**src/rtl/clock_set_ctrl.sv**
```systemverilog
// clock_set_ctrl: timekeeping and time-setting controller for the watch.
// RUN counts real time (centiseconds through hours) from the system clock.
// Edit mode (SET_HOUR / SET_MIN / SET_SEC) freezes time. Button pulses pick
// a field and step it up or down, wrapping within that field only.
// Optional feature macro: CLOCK_BLINK_EN. When defined, a blink timer drives
// o_blank while editing. When undefined, o_blank is constant 0.
module clock_set_ctrl #(
  parameter int FCOUNT      = 1_000_000,
  parameter int BLINK_COUNT = 25_000_000,
  parameter int RST_HOUR    = 12
) (
  input  logic       clk,
  input  logic       rst,
  input  logic       btn_mode,
  input  logic       btn_sel,
  input  logic       btn_up,
  input  logic       btn_down,
  output logic [6:0] msec,
  output logic [5:0] sec,
  output logic [5:0] min,
  output logic [4:0] hour,
  output logic       o_edit,
  output logic [1:0] o_field,
  output logic       o_blank
);

  // The state encoding is chosen to equal the o_field encoding.
  typedef enum logic [1:0] {
    RUN      = 2'b00,
    SET_HOUR = 2'b01,
    SET_MIN  = 2'b10,
    SET_SEC  = 2'b11
  } state_t;

  localparam int PW = (FCOUNT > 1) ? $clog2(FCOUNT) : 1;

  state_t        state;
  state_t        next_state;
  logic [PW-1:0] prescaler;
  logic          edit_d;
  logic [1:0]    field_d;

  // Resolve button priority once: mode > sel > up/down.
  // Pressing up and down together cancels out.
  logic mode_evt;
  logic sel_evt;
  logic up_evt;
  logic down_evt;
  logic in_edit;
  logic tick;

  assign mode_evt = btn_mode;
  assign sel_evt  = !btn_mode && btn_sel;
  assign up_evt   = !btn_mode && !btn_sel && btn_up && !btn_down;
  assign down_evt = !btn_mode && !btn_sel && btn_down && !btn_up;
  assign in_edit  = (state != RUN);
  assign tick     = (prescaler == PW'(FCOUNT - 1));

  // Step a value by +/-1 and wrap within 0..top.
  function automatic logic [5:0] step_wrap(input logic [5:0] v,
                                           input logic [5:0] top,
                                           input logic       up);
    if (up) return (v == top) ? 6'd0 : v + 6'd1;
    else    return (v == 6'd0) ? top : v - 6'd1;
  endfunction

  // State register.
  always_ff @(posedge clk) begin
    // NOTE: sequential state is written with non-blocking assignments only.
    // Other flops that sample it in the same edge then see the old value.
    if (rst) state <= RUN;
    else     state <= next_state;
  end

  // Next-state logic: mode toggles edit. sel rotates the field in edit.
  always_comb begin
    // NOTE: the default assignment comes first, so every path assigns a value
    // and no latch is inferred.
    next_state = state;
    if (mode_evt) begin
      next_state = (state == RUN) ? SET_HOUR : RUN;
    end else if (sel_evt) begin
      case (state)
        SET_HOUR: next_state = SET_MIN;
        SET_MIN:  next_state = SET_SEC;
        SET_SEC:  next_state = SET_HOUR;
        default:  next_state = RUN;
      endcase
    end
  end

  // Output decode: compute the edit status and field from the next state.
  always_comb begin
    edit_d  = (next_state != RUN);
    field_d = next_state;
  end

  // Register the status outputs so they change with the state.
  always_ff @(posedge clk) begin
    if (rst) begin
      o_edit  <= 1'b0;
      o_field <= 2'b00;
    end else begin
      o_edit  <= edit_d;
      o_field <= field_d;
    end
  end

  // Time datapath: prescaler, tick carry chain, and field edits.
  always_ff @(posedge clk) begin
    if (rst) begin
      prescaler <= '0;
      msec      <= '0;
      sec       <= '0;
      min       <= '0;
      hour      <= 5'(RST_HOUR);
    end else if (!in_edit) begin
      if (mode_evt) begin
        msec      <= '0;
        prescaler <= '0;
      end else if (tick) begin
        prescaler <= '0;
        // The whole carry chain settles on this one edge.
        if (msec == 7'd99) begin
          msec <= '0;
          if (sec == 6'd59) begin
            sec <= '0;
            if (min == 6'd59) begin
              min  <= '0;
              hour <= (hour == 5'd23) ? 5'd0 : hour + 5'd1;
            end else begin
              min <= min + 6'd1;
            end
          end else begin
            sec <= sec + 6'd1;
          end
        end else begin
          msec <= msec + 7'd1;
        end
      end else begin
        prescaler <= prescaler + PW'(1);
      end
    end else begin
      // Time is frozen while editing. The prescaler is held at 0, so the
      // first tick after leaving edit lands FCOUNT cycles later.
      prescaler <= '0;
      if (mode_evt) begin
        msec <= '0;
      end else if (up_evt || down_evt) begin
        case (state)
          SET_HOUR: hour <= 5'(step_wrap({1'b0, hour}, 6'd23, up_evt));
          SET_MIN:  min  <= step_wrap(min, 6'd59, up_evt);
          SET_SEC:  sec  <= step_wrap(sec, 6'd59, up_evt);
          default:  ;
        endcase
      end
    end
  end

`ifdef CLOCK_BLINK_EN
  localparam int BW = (BLINK_COUNT > 1) ? $clog2(BLINK_COUNT) : 1;

  logic [BW-1:0] blink_cnt;
  logic          edit_action;

  // A press that actually edits restarts the blink period, so the new
  // value is visible right away.
  assign edit_action = in_edit && (sel_evt || up_evt || down_evt);

  // Blink timer: runs only while editing, and restarts on entry or on a press.
  always_ff @(posedge clk) begin
    if (rst) begin
      blink_cnt <= '0;
      o_blank   <= 1'b0;
    end else if (!in_edit || next_state == RUN || edit_action) begin
      blink_cnt <= '0;
      o_blank   <= 1'b0;
    end else if (blink_cnt == BW'(BLINK_COUNT - 1)) begin
      blink_cnt <= '0;
      o_blank   <= !o_blank;
    end else begin
      blink_cnt <= blink_cnt + BW'(1);
    end
  end
`else
  logic unused_blink;
  assign unused_blink = ^BLINK_COUNT;
  assign o_blank      = 1'b0;
`endif

endmodule

```
**config.mk**
```make
export PLATFORM = sky130hd
export DESIGN_NAME = clock_set_ctrl
export DESIGN_NICKNAME = d
export VERILOG_FILES = /design/src/rtl/clock_set_ctrl.sv
export SDC_FILE = /design/constraint.sdc
export NUM_CORES = 1
export LEC_CHECK = 0
export ABC_AREA = 1
export CAP_MARGIN = 20
export CORE_UTILIZATION = 38
export CTS_CLUSTER_DIAMETER = 80
export CTS_CLUSTER_SIZE = 24
export DETAILED_ROUTE_END_ITERATION = 16
export GPL_ROUTABILITY_DRIVEN = 0
export PLACE_DENSITY_LB_ADDON = 0.2
export REMOVE_ABC_BUFFERS = 1
export SLEW_MARGIN = 20
export SYNTH_ARGS = -nofsm -noshare
export SYNTH_HDL_FRONTEND = slang
export SYNTH_SLANG_ARGS = --single-unit
```
**constraint.sdc**
```tcl
create_clock -name clk -period 2.44 [get_ports clk]
set_clock_uncertainty 0.1 [all_clocks]
set_input_delay 0.61 -clock clk [delete_from_list [all_inputs] [get_ports clk]]
set_output_delay 0.61 -clock clk [all_outputs]
set_load 0.05 [all_outputs]
```
==> metrics.csv <==
stage,metric,value,unit
place,post-detail-place hpwl,5590,µm
clocking,clock slew at reported path FFs,0.10,ns
routing,Vias/cell,4.90,
die,Die Area,0.00899,mm²
die,die span in x,94.8,µm
critical_path,CP arrival,1.66,ns
sta,slew margin rel.,0.658,
yosys,Synth top area share,0.287,
power_and_ir_drop,Pwr Total,1.49,mW
sta,worst slew pin tran,0.511,ns
global_routing,grt total ovfl,0,
power_and_ir_drop,Leak,1.62,nW
cells_and_area,post-route cell area,0.00382,mm²
routing,vias post-DR,3252,
sta,RSZ-0062 raised after global routing,false,
cells_and_area,layout cells sized above 1,0.0662,
yosys,Synth Register Bits,47,
critical_path,CP Cell Sequence,clkdlybuf4s50_1,
critical_path,Worst setup SP type,flop,
routing,drt first pass iters,4,
critical_path,Worst setup EP type,output pin,
yosys,syn_area_per_cell,6.27,µm²
clocking,H-tree depth,2,
cells_and_area,"most common cell after layout, fill and taps aside",nand2_1,
power_and_ir_drop,VDD IR-drop max,0.000193,V
worst_hold_path,HP Start,prescaler[19],
clocking,CTS tree,done,
clocking,TritonCTS buffer count,5,
place,Port-buffer cells,32,
clocking,Clock Tree Buf Depth,2,
die,Starting Density,0.397,
sta,minimum clock period,2.37,ns
routing,ANT nets after route,0,
die,Site Rows,33,
sta,fin crit share,0.971,
run_status,run status,"finished, final reports clean",
yosys,Synth Instances,522,
global_routing,global-route wire length before repair,13100,µm
yosys,Ys Warns,0,
sta,Final Setup Violations,0,
clocking,root buffer cell,clkbuf_8,
cells_and_area,Fill cells,868,
routing,drt drc,0,
cells_and_area,most frequent cells in the layout,"nand2_1 (137), nor2_1 (85), inv_1 (59)",
flow_run,max_cap viols,0,
critical_path,Critical Path RT,1.73,ns
sta,Fin. Hold Viols,0,
sta,final hold slack,0.381,ns
routing,drt first-iter violations,149,
die,IO Count,34,
global_routing,GRT Total Usage,0.179,
place,DP Area,0.00372,mm²
yosys,ranking of synthesized cells by area,"dfxtp_1 (29%), nand2_1 (16%), nor2_1 (9.7%)",
cells_and_area,# diodes,0,
clocking,clk_lat worst skew,0.31,ns
yosys,"EDFF count, synth",0,
critical_path,family with the most delay on the worst path,buffers and inverters,
sta,final-report max-slew violation count,0,
cells_and_area,synth-to-layout area growth,16.6,%
die,total core area,0.00826,mm²
clocking,# hold bufs at CTS,0,
critical_path,critical path buffer and inverter count,1,
yosys,post-synth top area cell,dfxtp_1,
critical_path,Worst Path Max Fanout,7,
critical_path,Critical path origin,msec[3],
routing,final WL,7360,µm
sta,fmax,422,MHz
global_routing,antenna violations before repair,0,
yosys,Netlist cell types,34,
yosys,synthesized cell area,0.00327,mm²
routing,WL/cell,11.1,µm
yosys,Post-synth ARST share,0,
clocking,CTS Sinks,47,
die,Die Ht,94.8,µm
yosys,most used flip-flop cell after synthesis,dfxtp_1,
critical_path,worst r2r src,o_field[0],
critical_path,Setup CP Type,reg2out,
critical_path,Crit path largest cell delay,0.86,ns
yosys,"Seq/Total Area, Yosys",0.287,
cells_and_area,Nets,577,
power_and_ir_drop,PwrDens,390,mW/mm²
worst_hold_path,Hold Crit Class,reg2reg,
global_routing,vias in the first global route,2895,
global_routing,largest net degree at the start of global routing,21,
critical_path,Worst path slowest cell,clkdlybuf4s50_1,
==> per-stage QoR <==
stage	setup TNS, ns	util	setup slack, ns	cells
final	0	0.462	0.0719	664
after global routing	0	0.462	0.0117	664
after CTS	0	0.462	0.0390	664
after detailed placement	0	0.451	0.0465	656
after global placement	0	0.451	0.105	656
after floorplan	-0.00443	-	-0.00443	504
==> worst paths after layout <==
check | endpoint | slack (ns) | depth (start not counted)
worst min register to register | prescaler[19] | 0.38 | 2
worst max register to register | min[5] | 0.40 | 9
worst max-delay path | msec[3] | 0.07 | 1
worst min-delay path | prescaler[19] | 0.38 | 2
==> cell usage after synthesis (2+ instances only) <==
cell,number
nor3b_1,2
nor3_1,18
nand2_1,137
nand3_1,43
o21ai_0,19
nor4_1,3
a21oi_1,14
or2_2,3
buf_2,7
buf_4,3
buf_6,2
nor2_2,3
nand3b_1,4
nor2_1,85
clkbuf_1,4
a31oi_1,2
nand3_2,3
xor2_1,20
nand4_1,17
ha_1,13
inv_1,59
dfxtp_1,47
xnor2_1,3
==> what timing repair did <==
item / in CTS / in global routing
resized for setup: 0 / 1
endpoints found under the setup margin: 0 / 1
setup buffers: 0 / 0
==> report_power, final <==
group          switching, mW  total (mW)  internal (mW)
Clock                  0.291       0.498          0.208
Combinational          0.139       0.209         0.0707
Sequential           0.00885       0.783          0.775
==> flip-flops by register name (all words and copies together) (netlist names) <==
register	count
hour	5
msec	7
min	6
prescaler	20
o_field	2
o_edit	1
sec	6
==> cells by family after synthesis <==
family                   count (synthesis)  synth area share
flip-flops                              47             0.287
XOR/XNOR                                23            0.0615
buffers and inverters                   79             0.105
AND/OR/NAND/NOR                        321             0.431
other                                    1           0.00115
AO/OA/AOI/OAI                           38            0.0642
adder cells (fa/ha/maj)                 13            0.0497
==> metal layers <==
layer  routed length [µm]  vias up  global-route usage
met4                  116        0              0.0593
met1                 3710     1434               0.246
met2                 3230       74               0.286
li1                     -     1735                   -
met5                    0        -                   0
met3                  307        9              0.0250
==> layout make-up <==
cell class                      count  area (µm²)  area share
Multi-Input combinational cell    396        1990       0.521
Clock inverter                      3        22.5     0.00590
Tap cell                          105         131      0.0344
Inverter                           61         229      0.0600
Clock buffer                        5        68.8      0.0180
Sequential cell                    47         941       0.246
Timing Repair Buffer               47         435       0.114
Note: power is estimated with default switching activity, not from simulation.
